$ cat src/rtl/fp_pkg.sv
// Shared floating-point types: default widths, operand classes, sqrt FSM states
// and the canonical quiet-NaN encoding.
package fp_pkg;

   localparam int FP_EXP_W = 8;
   localparam int FP_MAN_W = 23;

   typedef enum logic [2:0] {ZERO, DENORM, NORM, INF, QNAN, SNAN} fp_class_e;

   typedef enum logic [1:0] {IDLE, CALC, ROUND, DONE} sqrt_state_e;

   // {0, all-ones exponent, fraction MSB set}, zero-extended to 64 bits.
   function automatic logic [63:0] fp_qnan(input int exp_w, input int man_w);
      return (((64'd1 << exp_w) - 64'd1) << man_w) | (64'd1 << (man_w - 1));
   endfunction

endpackage

$ cat src/rtl/fp_classify.sv
// Combinational IEEE-754 operand decode into class and sign; zero latency, no handshake.
module fp_classify
   import fp_pkg::*;
#(
   parameter int EXP_W = FP_EXP_W,
   parameter int MAN_W = FP_MAN_W
) (
   input  logic [EXP_W+MAN_W:0] i_a,
   output fp_class_e            o_cls,
   output logic                 o_sign
);

   logic [EXP_W-1:0] w_exp;
   logic [MAN_W-1:0] w_frac;

   assign w_exp  = i_a[MAN_W +: EXP_W];
   assign w_frac = i_a[MAN_W-1:0];
   assign o_sign = i_a[EXP_W+MAN_W];

   always_comb begin
      o_cls = NORM;
      if (w_exp == '0) begin
         o_cls = (w_frac == '0) ? ZERO : DENORM;
      end else if (&w_exp) begin
         if (w_frac == '0)          o_cls = INF;
         else if (w_frac[MAN_W-1])  o_cls = QNAN;
         else                       o_cls = SNAN;
      end
   end

endmodule

$ cat src/rtl/fp_sqrt_iter.sv
// Bit-serial RNE square root: MAN_W+4 cycles accept-to-valid (specials 1), one op in flight,
// result held while out_ready is low. Define FP_SQRT_FLAGS_EN for out_flags {invalid, inexact}.
module fp_sqrt_iter
   import fp_pkg::*;
#(
   parameter int EXP_W = FP_EXP_W,
   parameter int MAN_W = FP_MAN_W
) (
   input  logic                 clk,
   input  logic                 rst_n,
   input  logic                 in_valid,
   output logic                 in_ready,
   input  logic [EXP_W+MAN_W:0] in_a,
   output logic                 out_valid,
   input  logic                 out_ready,
   output logic [EXP_W+MAN_W:0] out_result
`ifdef FP_SQRT_FLAGS_EN
   ,
   output logic [1:0]           out_flags
`endif
);

   localparam int FW     = 1 + EXP_W + MAN_W;
   localparam int BIAS   = 2**(EXP_W-1) - 1;
   localparam int ROOT_W = MAN_W + 2;
   localparam int REM_W  = ROOT_W + 2;
   localparam int RAD_W  = 2 * ROOT_W;
   localparam int CNT_W  = $clog2(ROOT_W);
   localparam logic [63:0]   NAN_FULL  = fp_qnan(EXP_W, MAN_W);
   localparam logic [FW-1:0] CANON_NAN = NAN_FULL[FW-1:0];

   sqrt_state_e       r_state, w_state_nxt;
   fp_class_e         w_cls;
   logic              w_sign, w_accept, w_special;
   logic [RAD_W-1:0]  r_rad;
   logic [REM_W-1:0]  r_rem;
   logic [ROOT_W-1:0] r_root;
   logic [CNT_W-1:0]  r_cnt;
   logic [EXP_W-1:0]  r_exp;
   logic [FW-1:0]     r_result;

   logic signed [EXP_W:0] w_e;
   logic [ROOT_W-1:0]     w_rad_hi;
   logic [EXP_W-1:0]      w_res_exp;
   logic [REM_W-1:0]      w_rem_sh, w_rem_nxt, w_rem_fix;
   logic                  w_sticky, w_guard, w_round_up;
   logic [MAN_W+1:0]      w_man_rnd;
   logic [FW-1:0]         w_rnd_res, w_spec_res;

   fp_classify #(.EXP_W(EXP_W), .MAN_W(MAN_W)) u_classify (
      .i_a   (in_a),
      .o_cls (w_cls),
      .o_sign(w_sign)
   );

   assign w_accept  = in_valid & in_ready;
   assign w_special = (w_cls != NORM) | w_sign;

   // Odd exponents double the significand so the halved exponent is exact;
   // e >>> 1 already floors, so it equals (e-1)/2 in the odd case.
   always_comb begin
      w_e       = {1'b0, in_a[MAN_W +: EXP_W]} - (EXP_W+1)'(BIAS);
      w_rad_hi  = w_e[0] ? {1'b1, in_a[MAN_W-1:0], 1'b0} : {2'b01, in_a[MAN_W-1:0]};
      w_res_exp = w_e[EXP_W:1] + EXP_W'(BIAS);
   end

   always_comb begin
      w_rem_sh = {r_rem[REM_W-3:0], r_rad[RAD_W-1 -: 2]};
      if (!r_rem[REM_W-1]) w_rem_nxt = w_rem_sh - {r_root, 2'b01};
      else                 w_rem_nxt = w_rem_sh + {r_root, 2'b11};
   end

   // A negative non-restoring remainder must be corrected before the zero test.
   always_comb begin
      w_rem_fix  = r_rem[REM_W-1] ? (r_rem + {1'b0, r_root, 1'b1}) : r_rem;
      w_sticky   = |w_rem_fix;
      w_guard    = r_root[0];
      w_round_up = w_guard & (w_sticky | r_root[1]);
      w_man_rnd  = {1'b0, r_root[ROOT_W-1:1]} + {{(MAN_W+1){1'b0}}, w_round_up};
      if (w_man_rnd[MAN_W+1]) w_rnd_res = {1'b0, r_exp + EXP_W'(1), {MAN_W{1'b0}}};
      else                    w_rnd_res = {1'b0, r_exp, w_man_rnd[MAN_W-1:0]};
   end

   always_comb begin
      w_spec_res = CANON_NAN;
      case (w_cls)
         ZERO, DENORM: w_spec_res = {w_sign, {(FW-1){1'b0}}};
         INF:          if (!w_sign) w_spec_res = {1'b0, {EXP_W{1'b1}}, {MAN_W{1'b0}}};
         default:      w_spec_res = CANON_NAN;
      endcase
   end

   always_ff @(posedge clk or negedge rst_n) begin
      if (!rst_n) r_state <= IDLE;
      else        r_state <= w_state_nxt;
   end

   always_comb begin
      w_state_nxt = r_state;
      case (r_state)
         IDLE:    if (in_valid) w_state_nxt = w_special ? DONE : CALC;
         CALC:    if (r_cnt == '0) w_state_nxt = ROUND;
         ROUND:   w_state_nxt = DONE;
         DONE:    if (out_ready) w_state_nxt = IDLE;
         default: w_state_nxt = IDLE;
      endcase
   end

   always_comb begin
      in_ready  = (r_state == IDLE);
      out_valid = (r_state == DONE);
   end

   always_ff @(posedge clk or negedge rst_n) begin
      if (!rst_n) begin
         r_rad    <= '0;
         r_rem    <= '0;
         r_root   <= '0;
         r_cnt    <= '0;
         r_exp    <= '0;
         r_result <= '0;
      end else begin
         case (r_state)
            IDLE: if (w_accept) begin
               if (w_special) begin
                  r_result <= w_spec_res;
               end else begin
                  r_rad  <= {w_rad_hi, {ROOT_W{1'b0}}};
                  r_rem  <= '0;
                  r_root <= '0;
                  r_cnt  <= CNT_W'(MAN_W + 1);
                  r_exp  <= w_res_exp;
               end
            end
            CALC: begin
               r_rem  <= w_rem_nxt;
               r_root <= {r_root[ROOT_W-2:0], ~w_rem_nxt[REM_W-1]};
               r_rad  <= r_rad << 2;
               r_cnt  <= r_cnt - 1'b1;
            end
            ROUND: r_result <= w_rnd_res;
            default: ;
         endcase
      end
   end

   assign out_result = r_result;

`ifdef FP_SQRT_FLAGS_EN
   logic [1:0] r_flags;
   logic       w_spec_inv;

   // Negative nonzero operands (denormals count as zero) and signalling NaNs.
   always_comb begin
      w_spec_inv = 1'b0;
      case (w_cls)
         NORM, INF: w_spec_inv = w_sign;
         SNAN:      w_spec_inv = 1'b1;
         default:   w_spec_inv = 1'b0;
      endcase
   end

   always_ff @(posedge clk or negedge rst_n) begin
      if (!rst_n) begin
         r_flags <= 2'b00;
      end else if (r_state == IDLE && w_accept && w_special) begin
         r_flags <= {w_spec_inv, 1'b0};
      end else if (r_state == ROUND) begin
         r_flags <= {1'b0, w_guard | w_sticky};
      end
   end

   assign out_flags = r_flags;
`endif

endmodule
$ cat config.mk
export PLATFORM = sky130hd
export DESIGN_NAME = fp_sqrt_iter
export DESIGN_NICKNAME = d
export VERILOG_FILES = /design/src/rtl/fp_pkg.sv /design/src/rtl/fp_classify.sv /design/src/rtl/fp_sqrt_iter.sv
export SDC_FILE = /design/constraint.sdc
export NUM_CORES = 1
export LEC_CHECK = 0
export CAP_MARGIN = 0
export CORE_MARGIN = 1
export CORE_UTILIZATION = 50
export CTS_CLUSTER_SIZE = 40
export DETAILED_ROUTE_END_ITERATION = 6
export PLACE_DENSITY = 0.7
export SLEW_MARGIN = 0
export SYNTH_ARGS = -nofsm -noshare
export SYNTH_HDL_FRONTEND = slang
export SYNTH_SLANG_ARGS = --single-unit
$ cat constraint.sdc
create_clock -name clk -period 6.3 [get_ports clk]
set_input_delay 1.26 -clock clk [delete_from_list [all_inputs] [get_ports clk]]
set_output_delay 1.26 -clock clk [all_outputs]
set_load 0.02 [all_outputs]
# == After elaboration in Yosys (flattened, before gate mapping) ==
# Index checks and enable logic that the tools add are counted.
# totals
ff_bits,149
wordCells,78
# classes
addsub,8
eq_ne,12
n_mux,31
n_bitwise,6
reduce_logical,14
# ops
operator,n
$pmux W32 S2,2
$mux W27,4
$mux W50,2
$pmux W50 S2,1
$mux W25,3
$mux W32,2
$pmux W27 S2,1
$pmux W25 S2,1
$mux W31,1
$add A27 B26 Y27,1
$add A27 B27 Y27,1
$reduce_or A27 Y1,1
$sub A27 B27 Y27,1
$add A24 B1 Y25,1
$logic_not A23 Y1,1
$mux W23,1
$reduce_and A3 Y1,4
$mux W5,2
$pmux W5 S2,1
$mux W3,3
$sub A8 B7 Y9 const B,1
$add A8 B1 Y8 const B,1
$add A8 B7 Y8 const B,1
$logic_not A8 Y1,1
20 further kinds,33

# == Longest topological paths before layout ==
# Gate-level depths: netlist of run 1.
# depth
depth_word,10
depth_mapped,14

# == Cells and area by module ==
# From an unflattened synthesis of run 1, not the netlist that was laid out.
# unflattened
hier_cells,1071
hier_area_um2,8941.1
# modules_own_cells
mod,n_inst,cells_per_inst,area_per_inst_um2,seq_area_each_um2
fp_sqrt_iter,1,1053,8799.7,3103.0
fp_classify,1,18,141.4,0.0

# == Worst setup path after synthesis of run 1 ==
# OpenSTA, ideal clock, no wires.
# synth_path
path_kind,register to register
startpoint,reg r_rem[26]
endpoint,reg r_rem[20]
setup_ps,122
t_arrival_ps,3701
required_time_ps,6178
setup_slack_ps,2478
stages_incl_launch_ff,15
path_cell_list,dfrtp_1 > clkbuf_1 > buf_1 > buf_1 > xnor2_1 > ha_1 > nor2b_1 > o31a_1 > o31ai_1 > a21oi_1 > o21ai_0 > a21boi_0 > o21a_1 > or3_1 > a32o_1
# synth_between
elab_chain_cells,2
# synth_rtl
item,line,source
"start, declared",fp_sqrt_iter.sv:36,logic [REM_W-1:0] r_rem;
"start signal, assigned",fp_sqrt_iter.sv:136,r_rem <= w_rem_nxt;
$mux W27,fp_sqrt_iter.sv:69,"if (!r_rem[REM_W-1]) w_rem_nxt = w_rem_sh - {r_root, 2'b01};"
$pmux W27 S2,fp_sqrt_iter.sv:123,case (r_state)
# No other way between the ends.
# A chain may end at the register's enable or synchronous reset.

# == Worst setup path in the final report of run 1 ==
# layout_path
startpoint,in in_a[23]
endpoint,reg r_rem[18]
# layout_between
elab_chain_cells,7
elab_cells_between_ends,8
# layout_rtl
item,line,source
"start, declared",fp_sqrt_iter.sv:13,"input logic [EXP_W+MAN_W:0] in_a,"
$reduce_and A8 Y1,fp_classify.sv:24,end else if (&w_exp) begin
$mux W3,fp_classify.sv:24,
$mux W3 (*),fp_classify.sv:22,if (w_exp == '0) begin
$ne A3 B2 Y1 (*),fp_sqrt_iter.sv:57,assign w_special = (w_cls != NORM) | w_sign;
$or A1 B1 Y1 (*),fp_sqrt_iter.sv:57,
$ne A2 B2 Y1 (no source line) (*),n/a,
$reduce_and A3 Y1 (no source line) (*),n/a,
# Every way passes the cells marked *; elsewhere a longest branch is shown, timed or not.

==> metrics.txt, run 1 <==
Crit path top cell by count buf_4; Die X approximately 140 µm; top-area cell type share of the netlist area 0.347; Warnings, synthesis 0; Comb pwr share 0.479; Routed WL ~22 mm; Max IR drop VDD 0.000268 V; FF-to-FF path depth 11; worst setup margin just under 2000 ps; gr ovfl total 0; largest net degree at the start of global routing just under 80; Required @ worst endpoint approximately 6600 ps; post-synth top area cell dfrtp_1; Post-Synthesis Cell Area a little under 9000 µm²; Worst Max-Slew Pin Slew around 1100 ps; layout cells sized above 1 0.0622; Commonest cells post-synth 164 x nand2_1, 124 x dfrtp_1, 109 x o21ai_0; average size of a mapped cell 8.61 µm²; max incr delay on CP ~480 ps; clk buf depth 2; Slew Viols, Final 0; Pwr Total between 4000 and 5000 µW; Worst Setup End Kind flip-flop; Worst Path Arrival 4680 ps; Final ANT Viol Nets 0; worst hold path type reg2reg; initial antenna violation count 0; overall routing resource usage 0.252; post-synthesis register bit count 124; CTS tree done; register area about 3100 µm²; GP Congestion approximately 0.89; count of input and output buffers between 60 and 70; H-tree depth 4; n_diodes 0; Avg WL per Cell around 17 µm; # fillers around 1600; number of synthesized flops with an enable pin 0; postcts setup bufs 0; Worst Hold Path Cells 2; most numerous cell in the Yosys netlist nand2_1; CTS Root Buffer Type clkbuf_16; multi-input logic area around 5500 µm²; dominant synthesized flop cell dfrtp_1; power per cell area approximately 410 nW/µm²; Sw Share 0.420; Hold Fails Final Rpt 0; Syn-to-layout area delta 15.8%; cts bufs inserted 17; worst setup path start in_a[23]; crit path kind in2reg; Rel. slew slack 0.299; worst path cell trace clkdlybuf4s50_1, buf_4, inv_1, ha_1, and3_1, a311oi_2, nand3_2, o21ai_2, buf_4, nand2_1, o31ai_1; HP Start r_rad[46]$_DFFE_PN0P_; Chip Height ~140 µm; sw power ~1800 µW; io pins 70; Final nets ~1200; Core Rows 48; fraction of registers with async set/reset 1.00; final hold slack between 400 and 500 ps; power share of the clock group 0.237; final setup violation count 0; DR pass1 iterations 5; setup tns final 0 ps; first-pass GRT wire length roughly 36 mm; post-CTS sizing 0; Cell variety after synth 76; Core Util, Final 0.597; core footprint 17400 µm²; Via density roughly 5.8; Post-Syn Instances 1039; fin crit share 0.690; unrepaired setup endpoints after global routing false; die area 18400 µm²; DP HPWL 15.5 mm; CP startpoint kind primary input; LEAKAGE around 0.0047 µW; Reg power frac 0.283; max_cap viols 0; Reg clk slew, reported paths 60 ps; initial core utilization 0.515; CTS sink cnt between 100 and 150; hold_buf cts 0; worst reg2reg startpoint r_rem[26]$_DFFE_PN0P_; routed vias ~7600; Synth Net Count roughly 1100; Starting DRT DRC Count 378; clock skew approximately 10 ps; sequential-to-total area share from yosys stat 0.347; Skew-Pair Late Insertion Delay around 430 ps; largest cells by area after synthesis dfrtp_1 35%, ha_1 8.5%, nand2_1 6.9%; Pint roughly 2400 µW; status complete, no violations; DRC viols 0; Critical-path top delay cell nand2_1; FMAX 230 MHz; critical path peak fanout 29; vias in the first global route ~7200; Post-Place Setup Slack between 1500 and 2000 ps; Final Critical Period between 4000 and 5000 ps
[final timing paths]
check	end	slack, ps
max in group asynchronous	r_root[10]$_DFFE_PN0P_	4130
setup reg to reg	r_rem[20]$_DFFE_PN0P_	2390
hold reg to reg	r_rad[46]$_DFFE_PN0P_	470
min in group asynchronous	r_exp[5]$_DFFE_PN0P_	990
hold / removal	r_rad[46]$_DFFE_PN0P_	470
setup / recovery	r_rem[18]$_DFFE_PN0P_	1950
[flip-flops by register name (all words and copies together) (netlist names)]
register,cells
r_root,25
r_state,2
out_result,32
r_cnt,5
r_rad,25
r_rem,27
r_exp,8
[cell families (layout without fill, tap and decap cells)]
kind of cell / Yosys count / count (layout) / share of synthesized area
buf+inv: 76 / 131 / 0.0341
compound gates: 289 / 289 / 0.209
fa+ha+maj: 62 / 62 / 0.0876
simple gates: 363 / 363 / 0.196
xor+xnor: 101 / 101 / 0.0989
mux: 24 / 24 / 0.0271
flops: 124 / 124 / 0.347
[worst max-delay path: cells and delay by family]
kind | cells | cell delay (ps)
compound gates | 3 | 910
fa+ha+maj | 1 | 200
buf+inv | 4 | 1230
simple gates | 3 | 1070
[cell usage in the layout, fill, tap and decap left out, types with 4 or more instances in the layout]
master	Yosys	layout
nand4_1	12	12
inv_1	23	23
o41ai_1	4	4
clkinv_2	0	4
nor2b_1	9	9
clkbuf_16	0	17
or3_1	4	4
a21oi_1	49	49
and4_1	4	4
o21ai_0	109	109
o21a_1	8	8
dfrtp_1	124	123
ha_1	61	60
o31ai_1	13	13
a21o_1	32	32
nor4_1	12	12
a22o_1	4	4
xnor2_1	63	63
mux2i_1	22	22
clkdlybuf4s50_1	0	68
nand2_1	164	164
a31oi_1	7	7
nor3_1	12	12
o21ai_1	4	4
nor2_1	56	56
and3_1	13	13
or4_1	4	4
a211oi_1	11	11
nand2b_1	8	8
xor2_1	38	38
buf_4	2	8
o211ai_1	5	5
nand3_1	41	41
o21bai_1	7	7
[cell type report]
class / count / area share
Multi-Input combinational cell: 839 / 0.535
Sequential cell: 124 / 0.300
Timing Repair Buffer: 76 / 0.0715
Clock buffer: 18 / 0.0415
Tap cell: 225 / 0.0272
Clock inverter: 14 / 0.0163
Inverter: 23 / 0.00834
[stage by stage]
step                      cell area, µm²  instances
after floorplan                     8940       1039
after global placement              9760       1287
after detailed placement            9760       1287
after CTS                          10400       1319
after global routing               10400       1319
final                              10400       1319
[layer usage]
| metal | track usage | routed length, µm | vias up | part of all wire |
|---|---|---|---|---|
| li1 | - | - | 3823 | - |
| met1 | 0.343 | 10400 | 3624 | 0.48 |
| met2 | 0.408 | 10300 | 172 | 0.47 |
| met3 | 0.0445 | 834 | 25 | 0.038 |
| met4 | 0.0693 | 279 | 0 | 0.013 |
| met5 | 0 | 0 | - | 0 |
[power by group through the flow]
stage	Sequential, µW	Combinational [µW]	Clock, µW
finish	1190	2020	999
global route	1220	2270	1050
CTS	1190	2020	1010
detailed placement	1200	2000	0
global placement	1200	1970	0
floorplan	1160	1530	0
Note: power is estimated with default switching activity, not from simulation.
==> run 2, diff against run 1 <==
==> constraint.sdc (replaced) <==
create_clock -name clk -period 4.3 [get_ports clk]
set_input_delay 0.86 -clock clk [delete_from_list [all_inputs] [get_ports clk]]
set_output_delay 0.86 -clock clk [all_outputs]
set_load 0.02 [all_outputs]
==> run 2 against run 1 <==
Effect of this change: via count is 0.44% higher; wire length is 0.81% lower; first-iteration DRC count up 19%; clock skew grew 1.5 ps; worst hold slack improved by 3.9 ps; highest routed layer unchanged; sequential power rose by 45%; setup slack got worse by 1100 ps; non-clock buffer count rose by 5; die area unchanged.
==> metrics.txt, run 2 (synthesis gave the netlist of run 1 again) <==
max incr delay on CP 820 ps (+340 ps); LEAKAGE 0.00478 µW (+0.83%); Crit path top cell by count a21o_1; clk buf depth 2 (unchanged); crit path kind reg2reg; Routed WL 21.6 mm (-0.81%); largest net degree at the start of global routing 73 (-7.6%); DR pass1 iterations 5 (unchanged); Core Util, Final 0.601 (+0.00461); DP HPWL 15.7 mm (+0.86%); first-pass GRT wire length 36.6 mm (+0.89%); Core Rows 48 (unchanged); gr ovfl total 0 (unchanged); Post-Layout Cell Count 1323 (+0.30%); layout cells sized above 1 0.0665 (+0.00433); Starting DRT DRC Count 448 (+19%); Final nets 1184 (+0.42%); die area 18400 µm² (unchanged); CTS tree done; Chip Height 136 µm (unchanged); fin crit share 0.810; Worst Setup End Kind flip-flop; vias in the first global route 7279 (+1.2%); critical path peak fanout 27 (-6.9%); worst path cell trace xnor2_1, ha_1, nor3_1, a2111oi_2, a221o_1, a21o_1, a21o_1, a31oi_1, nor2b_1, xor2_1, o21ai_1; Avg WL per Cell 16.4 µm (-1.1%); Placed Cells 1292 (+0.39%); io pins 70 (unchanged); FMAX 287 MHz; n_diodes 0 (unchanged); power per cell area 598 nW/µm² (+47%); Skew-Pair Late Insertion Delay 430 ps (about the same); worst setup margin 815 ps (-1140 ps); Reg clk slew, reported paths 60 ps (about the same); clock skew 11.4 ps (+1.51 ps); unrepaired setup endpoints after global routing false; Pwr Total 6240 µW (+48%); initial antenna violation count 0 (unchanged); worst hold path type in2async; routed vias 7678 (+0.44%); Top delay family on crit path compound AO/OA/AOI/OAI gates; commonest non-fill, non-tap cells in the layout 164 x nand2_1, 123 x dfrtp_1, 109 x o21ai_0, 68 x clkdlybuf4s50_1, 63 x xnor2_1; Final Critical Period 3480 ps; hold_buf cts 0 (unchanged); Final ANT Viol Nets 0 (unchanged); overall routing resource usage 0.252 (+0.000402); Syn-to-layout area delta 16.7%; count of input and output buffers 69 (unchanged); Worst Max-Slew Pin Slew 793 ps (-258 ps); post-CTS sizing 0 (unchanged); CP startpoint kind flip-flop; CTS Root Buffer Type clkbuf_16; final setup violation count 0 (unchanged); Hold Fails Final Rpt 0 (unchanged); Rel. slew slack 0.470 (+0.170); max_cap viols 0 (unchanged); initial core utilization 0.515 (unchanged); Slew Viols, Final 0 (unchanged); commonest non-fill, non-tap cell in the layout nand2_1; Required @ worst endpoint 4590 ps (-2040 ps); register area 3100 µm² (unchanged); Worst Path Arrival 3770 ps (-910 ps); Die X 136 µm (unchanged); postcts setup bufs 0 (unchanged); max FFs per register 32 (unchanged); Bufs and invs on worst path 0 (-4); # fillers 1580 (+0.89%); status complete, no violations; GP Congestion 0.916 (+2.9%); DRC viols 0 (unchanged); multi-input logic area 5540 µm² (unchanged); Post-Place Setup Slack 554 ps (-971 ps); Max IR drop VDD 0.000342 V (+28%); setup tns final 0 ps (unchanged); Critical-path top delay cell dfrtp_2; cts bufs inserted 17 (unchanged); Via density 5.80 (+0.14%); core footprint 17400 µm² (unchanged); CTS sink cnt 124 (unchanged); H-tree depth 4 (unchanged)
==> run 2: per-layer routing <==
metal | wire length [µm] | global-route usage | up-vias
met5 | 0 | 0 | -
met4 | 509 | 0.0899 | 0
met3 | 872 | 0.0501 | 40
met2 | 9970 | 0.394 | 192
met1 | 10300 | 0.344 | 3618
li1 | - | - | 3828
==> run 2: report_power, final <==
part | total (µW) | internal [µW] | switching [µW]
Combinational | 3010 | 1250 | 1750
Sequential | 1730 | 1450 | 277
Clock | 1500 | 944 | 552
Total | 6240 | 3650 | 2580
==> run 2: per-stage QoR <==
stage               hold WS (ps)  cell area (µm²)
finish                       475            10400
global route                 498            10400
CTS                          480            10400
detailed placement           466             9820
global placement             462             9820
floorplan                    445             8940
==> run 2: worst paths after layout <==
| check | from | end | slack, ps | cells after the start |
|---|---|---|---|---|
| min in group clk | out_result[25]$_DFFE_PN0P_ | out_result[25]$_DFFE_PN0P_ | 480 | 1 |
| setup reg to reg | r_rem[26]$_DFFE_PN0P_ | r_rem[23]$_DFFE_PN0P_ | 820 | 11 |
| setup / recovery | r_rem[26]$_DFFE_PN0P_ | r_rem[23]$_DFFE_PN0P_ | 820 | 11 |
| hold / removal | rst_n | r_exp[6]$_DFFE_PN0P_ | 480 | 1 |
| hold reg to reg | out_result[25]$_DFFE_PN0P_ | out_result[25]$_DFFE_PN0P_ | 480 | 1 |
| max in group asynchronous | rst_n | r_rem[26]$_DFFE_PN0P_ | 2970 | 2 |
==> run 2: area by class of cell <==
type | count | area share
Clock buffer | 19 | 0.0434
Multi-Input combinational cell | 839 | 0.531
Tap cell | 225 | 0.0270
Clock inverter | 12 | 0.0156
Timing Repair Buffer | 81 | 0.0770
Sequential cell | 124 | 0.298
Inverter | 23 | 0.00827
==> run 3, diff against run 2 <==
--- a/config.mk
+++ b/config.mk
@@ -10,7 +10,7 @@
 export CORE_UTILIZATION = 50
 export CTS_CLUSTER_SIZE = 40
 export DETAILED_ROUTE_END_ITERATION = 6
-export PLACE_DENSITY = 0.7
+export PLACE_DENSITY = 0.73
 export SLEW_MARGIN = 0
 export SYNTH_ARGS = -nofsm -noshare
 export SYNTH_HDL_FRONTEND = slang
==> constraint.sdc (replaced) <==
create_clock -name clk -period 2.8 [get_ports clk]
set_input_delay 0.56 -clock clk [delete_from_list [all_inputs] [get_ports clk]]
set_output_delay 0.56 -clock clk [all_outputs]
set_load 0.02 [all_outputs]
==> run 3 against run 2 <==
Effect of this change: the flow now finishes with violations (negative setup slack); highest routed layer unchanged; register-to-register slack got worse by 930 ps; final area up 16%; fmax rose by 19%.
==> metrics.txt, run 3 (synthesis gave the netlist of run 1 again) <==
status finished, violations left; failing checks negative setup slack; power per cell area 925 nW/µm² (+55%); cell area after layout 12100 µm² (+16%); DP HPWL 18.2 mm (+16%); Required @ worst endpoint 3090 ps (-1500 ps); n_diodes 0 (unchanged); crit path kind reg2reg; Worst Max-Slew Pin Slew 689 ps (-104 ps); Hold Fails Final Rpt 0 (unchanged); gr ovfl total 0 (unchanged); core footprint 17400 µm² (unchanged); setup tns final -759 ps (-759 ps); commonest non-fill, non-tap cells in the layout 170 x buf_4, 164 x nand2_1, 118 x dfrtp_1, 99 x o21ai_0, 68 x clkdlybuf4s50_1; die area 18400 µm² (unchanged); Post-Layout Cell Count 1493 (+13%); Routed WL 25.4 mm (+17%); Die X 136 µm (unchanged); FF-to-FF path depth 10 (-1); final hold slack 121 ps (-354 ps); critical path peak fanout 4 (-85%); LEAKAGE 0.00576 µW (+20%); initial antenna violation count 0 (unchanged); Placed Cells 1439 (+11%); Core Rows 48 (unchanged); final setup violation count 10 (+10); hold_buf cts 0 (unchanged); initial core utilization 0.515 (unchanged); routed vias 8563 (+12%); worst setup margin -116 ps (-932 ps); Max IR drop VDD 0.000641 V (+88%); Area after DPL 11000 µm² (+12%); count of input and output buffers 69 (unchanged); FMAX 343 MHz (+19%); CTS sink cnt 124 (unchanged); Starting DRT DRC Count 533 (+19%); H-tree depth 4 (unchanged); overall routing resource usage 0.283 (+0.0312); Reg clk slew, reported paths 60 ps (about the same); Worst Path Arrival 3210 ps (-560 ps); Worst Setup End Kind flip-flop; Syn-to-layout area delta 35.6%; Final nets 1353 (+14%); Via density 5.74 (-1.2%); cts bufs inserted 17 (unchanged); Skew-Pair Late Insertion Delay 420 ps (about the same); CTS tree done; Chip Height 136 µm (unchanged); Rel. slew slack 0.540 (+0.0705); layout cells sized above 1 0.234 (+0.168); CTS Root Buffer Type clkbuf_16; Crit Reg-Reg Endpoint out_result[0]$_DFFE_PN0P_; Slew Viols, Final 0 (unchanged); fin crit share 1.04 (+0.231); max FFs per register 32 (unchanged); worst reg2reg startpoint r_root[8]$_DFFE_PN0P_; worst hold path type in2async; commonest non-fill, non-tap cell in the layout buf_4; R2R setup slack -120 ps (-930 ps); Final ANT Viol Nets 0 (unchanged); first-pass GRT wire length 41.0 mm (+12%); clk buf depth 2 (unchanged); Avg WL per Cell 17.0 µm (+3.9%); io pins 70 (unchanged); max_cap viols 0 (unchanged); Core Util, Final 0.699 (+0.0976); DR pass1 iterations 6 (+1); GP Congestion 0.936 (+2.2%); clock skew 9.07 ps (-2.34 ps); Final Critical Period 2920 ps (-568 ps); CP startpoint kind flip-flop; unrepaired setup endpoints after global routing true; vias in the first global route 8410 (+16%); largest net degree at the start of global routing 50 (-32%); DRC viols 0 (unchanged)
run 3: where the power goes:
part / total, µW / internal, µW / switching, µW
registers: 2600 / 2240 / 367
logic: 6420 / 3030 / 3390
clock network: 2190 / 1380 / 814
total: 11200 / 6640 / 4570
run 3: worst max path at each step:
stage                                startpoint                        end  slack (ps)  depth (start not counted)
after global placement                 in_a[23]  out_result[0]$_DFFE_PN0P_        -460                         10
final                     r_root[8]$_DFFE_PN0P_  out_result[0]$_DFFE_PN0P_        -120                         10
after global routing      r_rem[26]$_DFFE_PN0P_      r_root[0]$_DFFE_PN0P_        -220                         14
after CTS                 r_root[0]$_DFFE_PN0P_  out_result[0]$_DFFE_PN0P_        -120                         12
after detailed placement               in_a[23]  out_result[0]$_DFFE_PN0P_        -440                         10
after floorplan           r_rem[26]$_DFFE_PN0P_      r_rem[20]$_DFFE_PN0P_        -240                         14
run 3: stage by stage:
step                      power, µW  setup WS [ps]
final                         11200           -116
after global routing          12000           -220
after CTS                     10900           -120
after detailed placement       8240           -444
after global placement         8100           -458
after floorplan                6160           -242
run 3: area by class of cell:
cell class / count / area [µm²]
tap: 225 / 282
clock inverter: 10 / 115
sequential: 124 / 3110
timing repair buffer: 250 / 2150
clock buffer: 22 / 474
fill: 1332 / 5230
inverter: 23 / 86.3
multi-input combinational: 839 / 5910
run 3: routing by layer:
layer / GRT usage / vias up / wire length (µm)
met5: 0 / - / 0
met4: 0.0974 / 0 / 724
met3: 0.0460 / 56 / 1160
met2: 0.476 / 252 / 12400
met1: 0.368 / 4091 / 11000
li1: - / 4164 / -
run 3: worst max-delay path, cell delays in order (launching register included):
cell and delay, ps:
dfrtp_1 450, ha_1 360, buf_4 160, a31oi_4 170, a21boi_4 250, a21boi_4 100, or4_4 550, nand4_1 170
nor3b_1 80, o41ai_2 380, a31oi_1 130
run 3: timing repair:
| item | CTS | global route |
|---|---|---|
| gates resized for setup | 42 | 27 |
| buffers inserted | 18 | 4 |
| gates cloned | 0 | 0 |
| pin swaps | 49 | 20 |
| setup endpoints to repair | 12 | 20 |
